$ cat config.mk
export PLATFORM = sky130hd
export DESIGN_NAME = imem_loader_flat
export DESIGN_NICKNAME = d
export VERILOG_FILES = /design/src/rtl/imem_loader_if.sv /design/src/rtl/imem_loader.sv /design/src/flat_wrapper.sv
export SDC_FILE = /design/constraint.sdc
export NUM_CORES = 1
export LEC_CHECK = 0
export ABC_AREA = 1
export CAP_MARGIN = 5
export CORE_ASPECT_RATIO = 0.9
export CORE_MARGIN = 5
export CORE_UTILIZATION = 45
export DETAILED_ROUTE_END_ITERATION = 10
export GPL_ROUTABILITY_DRIVEN = 0
export PLACE_DENSITY = 0.7
export SYNTH_ARGS = -nofsm -noshare
export SYNTH_HDL_FRONTEND = slang
export SYNTH_SLANG_ARGS = --single-unit
$ cat constraint.sdc
create_clock -name clk -period 2 [get_ports clk]
set_clock_uncertainty 0.05 [all_clocks]
set_input_delay 0.3 -clock clk [delete_from_list [all_inputs] [get_ports clk]]
set_output_delay 0.3 -clock clk [all_outputs]
set_load 0.01 [all_outputs]
$ cat src/rtl/imem_loader_if.sv
`default_nettype none
// ============================================================================
// Module   : imem_loader_if
// Brief    : Boot byte stream, instruction-memory write port and status bundle
// Revision : 1.0 - initial release
// ============================================================================
interface imem_loader_if;
    logic        start;
    logic [7:0]  rx_data;
    logic        rx_valid;
    logic        rx_ready;
    logic        imem_we;
    logic [31:0] imem_addr;
    logic [31:0] imem_wdata;
    logic        busy;
    logic        done;
    logic        err;
    logic        cpu_hold;
    logic [15:0] words_loaded;

    modport master (
        output start, rx_data, rx_valid,
        input  rx_ready, imem_we, imem_addr, imem_wdata,
        input  busy, done, err, cpu_hold, words_loaded
    );

    modport slave (
        input  start, rx_data, rx_valid,
        output rx_ready, imem_we, imem_addr, imem_wdata,
        output busy, done, err, cpu_hold, words_loaded
    );
endinterface
`default_nettype wire

$ cat src/rtl/imem_loader.sv
`default_nettype none
// ============================================================================
// Module   : imem_loader
// Brief    : Loads a length-prefixed, XOR-checksummed byte image into IMEM
// Revision : 1.0 - initial release
// ============================================================================
module imem_loader #(
    parameter int DEPTH = 128
) (
    input  wire logic     clk,
    input  wire logic     rst_n,
    imem_loader_if.slave  bus
);
    typedef enum logic [2:0] {
        IDLE = 3'd0,
        LEN0 = 3'd1,
        LEN1 = 3'd2,
        DATA = 3'd3,
        CHK  = 3'd4,
        DONE = 3'd5,
        ERR  = 3'd6
    } state_t;

    localparam logic [15:0] c_depth = 16'(DEPTH);

    state_t      state_q;
    logic [15:0] len_q;
    logic [7:0]  csum_q;
    logic [1:0]  byte_q;
    logic [23:0] word_q;
    logic        rx_ready_q;
    logic        busy_q;
    logic        done_q;
    logic        err_q;
    logic        cpu_hold_q;
    logic        imem_we_q;
    logic [31:0] imem_addr_q;
    logic [31:0] imem_wdata_q;
    logic [15:0] words_q;

    logic        w_accept;
    logic [15:0] w_len;

    assign w_accept = bus.rx_valid & rx_ready_q;
    assign w_len    = {bus.rx_data, len_q[7:0]};

    // words_q doubles as the write index: it counts completed words
    always_ff @(posedge clk or negedge rst_n) begin
        if (!rst_n) begin
            state_q      <= IDLE;
            len_q        <= 16'd0;
            csum_q       <= 8'd0;
            byte_q       <= 2'd0;
            word_q       <= 24'd0;
            rx_ready_q   <= 1'b0;
            busy_q       <= 1'b0;
            done_q       <= 1'b0;
            err_q        <= 1'b0;
            cpu_hold_q   <= 1'b1;
            imem_we_q    <= 1'b0;
            imem_addr_q  <= 32'd0;
            imem_wdata_q <= 32'd0;
            words_q      <= 16'd0;
        end else begin
            imem_we_q <= 1'b0;
            case (state_q)
                IDLE, DONE, ERR: begin
                    if (bus.start) begin
                        state_q    <= LEN0;
                        done_q     <= 1'b0;
                        err_q      <= 1'b0;
                        words_q    <= 16'd0;
                        csum_q     <= 8'd0;
                        byte_q     <= 2'd0;
                        cpu_hold_q <= 1'b1;
                        busy_q     <= 1'b1;
                        rx_ready_q <= 1'b1;
                    end
                end
                LEN0: begin
                    if (w_accept) begin
                        len_q[7:0] <= bus.rx_data;
                        state_q    <= LEN1;
                    end
                end
                LEN1: begin
                    if (w_accept) begin
                        len_q <= w_len;
                        if (w_len > c_depth) begin
                            state_q    <= ERR;
                            err_q      <= 1'b1;
                            busy_q     <= 1'b0;
                            rx_ready_q <= 1'b0;
                        end else if (w_len == 16'd0) begin
                            state_q <= CHK;
                        end else begin
                            state_q <= DATA;
                        end
                    end
                end
                DATA: begin
                    if (w_accept) begin
                        csum_q <= csum_q ^ bus.rx_data;
                        byte_q <= byte_q + 2'd1;
                        case (byte_q)
                            2'd0: word_q[7:0]   <= bus.rx_data;
                            2'd1: word_q[15:8]  <= bus.rx_data;
                            2'd2: word_q[23:16] <= bus.rx_data;
                            default: begin
                                imem_we_q    <= 1'b1;
                                imem_addr_q  <= {14'd0, words_q, 2'b00};
                                imem_wdata_q <= {bus.rx_data, word_q};
                                words_q      <= words_q + 16'd1;
                                if (words_q + 16'd1 == len_q) begin
                                    state_q <= CHK;
                                end
                            end
                        endcase
                    end
                end
                CHK: begin
                    if (w_accept) begin
                        busy_q     <= 1'b0;
                        rx_ready_q <= 1'b0;
                        if (bus.rx_data == csum_q) begin
                            state_q    <= DONE;
                            done_q     <= 1'b1;
                            cpu_hold_q <= 1'b0;
                        end else begin
                            state_q <= ERR;
                            err_q   <= 1'b1;
                        end
                    end
                end
                default: state_q <= IDLE;
            endcase
        end
    end

    assign bus.rx_ready     = rx_ready_q;
    assign bus.busy         = busy_q;
    assign bus.done         = done_q;
    assign bus.err          = err_q;
    assign bus.cpu_hold     = cpu_hold_q;
    assign bus.imem_we      = imem_we_q;
    assign bus.imem_addr    = imem_addr_q;
    assign bus.imem_wdata   = imem_wdata_q;
    assign bus.words_loaded = words_q;
endmodule
`default_nettype wire

$ cat src/flat_wrapper.sv
// flat-port wrapper written by rule: the top's interface ports become plain ports
module imem_loader_flat 
#(
    parameter int DEPTH = 128
)
  (clk, rst_n, bus_start, bus_rx_data, bus_rx_valid, bus_rx_ready, bus_imem_we, bus_imem_addr, bus_imem_wdata, bus_busy, bus_done, bus_err, bus_cpu_hold, bus_words_loaded);
  imem_loader_if bus_i ();
  input  wire logic clk;
  input  wire logic rst_n;
  input wire logic [$bits(bus_i.start)-1:0] bus_start;
  input wire logic [$bits(bus_i.rx_data)-1:0] bus_rx_data;
  input wire logic [$bits(bus_i.rx_valid)-1:0] bus_rx_valid;
  output wire logic [$bits(bus_i.rx_ready)-1:0] bus_rx_ready;
  output wire logic [$bits(bus_i.imem_we)-1:0] bus_imem_we;
  output wire logic [$bits(bus_i.imem_addr)-1:0] bus_imem_addr;
  output wire logic [$bits(bus_i.imem_wdata)-1:0] bus_imem_wdata;
  output wire logic [$bits(bus_i.busy)-1:0] bus_busy;
  output wire logic [$bits(bus_i.done)-1:0] bus_done;
  output wire logic [$bits(bus_i.err)-1:0] bus_err;
  output wire logic [$bits(bus_i.cpu_hold)-1:0] bus_cpu_hold;
  output wire logic [$bits(bus_i.words_loaded)-1:0] bus_words_loaded;
  assign bus_i.start = bus_start;
  assign bus_i.rx_data = bus_rx_data;
  assign bus_i.rx_valid = bus_rx_valid;
  assign bus_rx_ready = bus_i.rx_ready;
  assign bus_imem_we = bus_i.imem_we;
  assign bus_imem_addr = bus_i.imem_addr;
  assign bus_imem_wdata = bus_i.imem_wdata;
  assign bus_busy = bus_i.busy;
  assign bus_done = bus_i.done;
  assign bus_err = bus_i.err;
  assign bus_cpu_hold = bus_i.cpu_hold;
  assign bus_words_loaded = bus_i.words_loaded;
  imem_loader #(.DEPTH(DEPTH)) u_core (.clk(clk), .rst_n(rst_n), .bus(bus_i));
endmodule
==> impl_metrics.tcl <==
set metrics [dict create \
    ys_seq_area_frac 0.536 \
    maxCapViolations 0 \
    root_buffer "clkbuf_16" \
    dr.pass1.iters 5 \
    clk_path_buf_depth 2 \
    die-area_sq_mm 0.0150 \
    startpoint_type "flip-flop" \
    area_growth_pct 33.3 \
    drtIter0Drc 363 \
    via_per_inst 5.11 \
    synth_async_sr_flop_share 1.00 \
    slowest_delay_ps 400 \
    ff2ff_path_depth 15 \
    required_ps 2250 \
    initial_utilization 0.454 \
    io_buffers 81 \
    core-area_sq_mm 0.0125 \
    cts_buffers 17 \
    criticalPathCategory "reg2reg" \
    placed_cell_area_sq_mm 0.00681 \
    netlist_instances 670 \
    power.total_mw 10.2 \
    grt_setup_unrepaired "true" \
    synth_area_per_cell_sq_um 8.50 \
    rrSetupSlack_ps -20 \
    finalHoldViolations 0 \
    drc 0 \
    io_pins 98 \
    worstPathMaxFanout 4 \
    max_freq_mhz 496 \
    critPathArrivalTime_ps 2270 \
    synth-seq-cells 122 \
    cp_cell_sequence "ha_4 > nand3_2 > nor2_1 > buf_4 > nand4_1 > nand3_1 > nand2_1 > nor2_1 > nand2_1 > nor2_1 > nand2_1 > nand2_2 > nand2_2 > nand2_1 > nand2_1" \
    r2r_start "u_core.bus.words_loaded[1]$_DFFE_PN0P_" \
    period_minus_slack_ps 2020 \
    cp-startpoint "u_core.bus.words_loaded[1]$_DFFE_PN0P_" \
    grt_pass1_vias 4752 \
    clk_latency_ps 420 \
    synth-edff-count 0 \
    globalRoute.totalOverflow 0 \
    worstSetupEndpointType "flip-flop" \
    grt_pass1_wl_mm 23.4 \
    synth_top_flop_cell "dfrtp_1" \
    endpoint "u_core.state_q[2]$_DFFE_PN0P_" \
    period_share 1.01 \
    antenna_found_initial 0 \
    whs_ps 322 \
    cts_tree "yes" \
    dpl.hpwl_mm 10.1 \
    routed_wirelength_mm 14.6 \
    clock-sinks 122 \
    synth.distinct_cells 36 \
    p_per_area_mw_per_mm2 1350 \
    final_layout_size_suffix_gt1_frac 0.128 \
    irDropWorstVdd_v 0.000634 \
    cts_max_level 4 \
    hp-class "in2async" \
    grt_max_degree 58 \
    post_drt_wl_per_cell_um 15.1 \
    setup_violations 2 \
    post-route-util 0.606 \
    grt_usage 0.202 \
    clk_pin_slew_ps 50 \
    p_leak_nw 3.59 \
    antennaDiodeCount 0 \
    outcome "finished, violations left" \
    fp.dieW_um 129 \
    cp_slowest_cell "dfrtp_1" \
    crit_path_frequent_cell "nand2_1" \
    via_count 4918 \
    die_y_um 117 \
    fin_nets 804 \
    final_cell_area_sq_mm 0.00759 \
    syn_area_sq_mm 0.00570 \
    timing.final.max_slew_violations 0 \
    synth_warnings 0 \
    violations "negative setup slack" \
    ant_nets 0 \
    fin_ws_ps -16.2 \
    rows 39 \
    r2r-end "u_core.state_q[2]$_DFFE_PN0P_" \
]
==> area by class of cell <==
class	count	area, sq um
timing repair buffer	120	1210
fill	1056	4950
tap	164	205
clock buffer	23	478
inverter	50	198
clock inverter	8	118
multi-input combinational	476	2330
sequential	122	3060
==> what timing repair did <==
| item | CTS | global route |
|---|---|---|
| gates cloned | 0 | 1 |
| resized for setup | 5 | 26 |
| buffers inserted | 0 | 5 |
| pin swaps | 1 | 16 |
| hold buffers | 1 | 0 |
| setup endpoints to repair | 3 | 76 |
| hold endpoints to repair | 29 | 0 |
==> per-stage QoR <==
step | cells | setup TNS [ps] | setup WS (ps)
after floorplan | 685 | 0 | 74.0
after global placement | 926 | 0 | 19.1
after detailed placement | 926 | -185 | -62.1
after CTS | 958 | 0 | 1.97
after global routing | 963 | -567 | -188
final | 963 | -28.7 | -16.2
==> synthesized netlist by cell type (all sizes together) (6+ instances only) <==
library cell	instances	share of area
inv	50	0.034
o22ai	9	0.0099
xnor2	6	0.0092
dfrtp	121	0.53
buf	31	0.040
nand3	32	0.028
nand4	11	0.012
nand2	243	0.16
o21ai	83	0.073
nor2	41	0.038
xor2	8	0.012
clkbuf	6	0.0040
==> logic make-up (layout without fill, tap and decap cells) <==
kind of cell / count (synthesis) / in the layout / synth area share
adders and majority gates: 5 / 5 / 0.0110
other: 1 / 16 / 0.000658
AOI/OAI and AO/OA: 103 / 103 / 0.0958
DFF: 122 / 122 / 0.536
and+or+nand+nor: 337 / 337 / 0.253
xor gates and xnor gates: 15 / 15 / 0.0255
buffers and inverters: 87 / 201 / 0.0782
==> per-layer routing <==
metal  vias up  track usage  routed length [um]
met5         -            0                   0
met4         0       0.0686                 248
met3        22       0.0599                 856
met2       145        0.332                7130
met1      2388        0.257                6330
li1       2363            -                   -
==> layout by cell type, fill, tap and decap left out, types with 8 or more instances in the layout <==
| cell type | netlist | layout |
|---|---|---|
| buf_4 | 25 | 29 |
| nand4_1 | 11 | 11 |
| nor2_4 | 5 | 8 |
| clkdlybuf4s50_1 | 0 | 80 |
| xor2_1 | 8 | 8 |
| inv_1 | 47 | 46 |
| nand2_1 | 240 | 236 |
| conb_1 | 1 | 16 |
| o21ai_0 | 77 | 77 |
| nor2_1 | 32 | 28 |
| nand3_1 | 32 | 29 |
| dfrtp_1 | 121 | 117 |
| o22ai_1 | 9 | 9 |
| clkbuf_16 | 0 | 18 |
==> worst min path at each step <==
stage,start,to,slack [ps],depth (start not counted)
floorplan,rst_n,u_core.bus.done$_DFFE_PN0P_,-50,0
global placement,rst_n,u_core.bus.words_loaded[9]$_DFFE_PN0P_,210,1
detailed placement,rst_n,u_core.bus.words_loaded[9]$_DFFE_PN0P_,210,1
CTS,rst_n,u_core.bus.imem_addr[16]$_DFFE_PN0P_,320,2
global route,rst_n,u_core.len_q[13]$_DFFE_PN0P_,360,2
finish,rst_n,u_core.len_q[14]$_DFFE_PN0P_,320,2
==> sequential cells by signal (all words and copies together) (netlist names) <==
name and cells:
u_core.bus.cpu_hold 1, u_core.bus.done 1, u_core.bus.err 1, u_core.bus.imem_addr 16, u_core.bus.imem_wdata 32, u_core.bus.imem_we 1, u_core.bus.rx_ready 1, u_core.bus.words_loaded 16
u_core.byte_q 2, u_core.csum_q 8, u_core.len_q 16, u_core.state_q 3, u_core.word_q 24
==> critical path: cells and delay by family (launching register included) <==
kind | cells | cell delay, ps
fa+ha+maj | 1 | 210
simple gates | 13 | 1090
flops | 1 | 400
buf+inv | 1 | 130
==> report_power, final <==
part           total (mW)  internal (mW)  leakage, nW  switching (mW)
combinational        3.45           1.61         1.67            1.84
sequential           3.70           3.18         1.62           0.514
clock                3.08           2.04        0.293            1.05
Power figures use the tool's default switching activity.
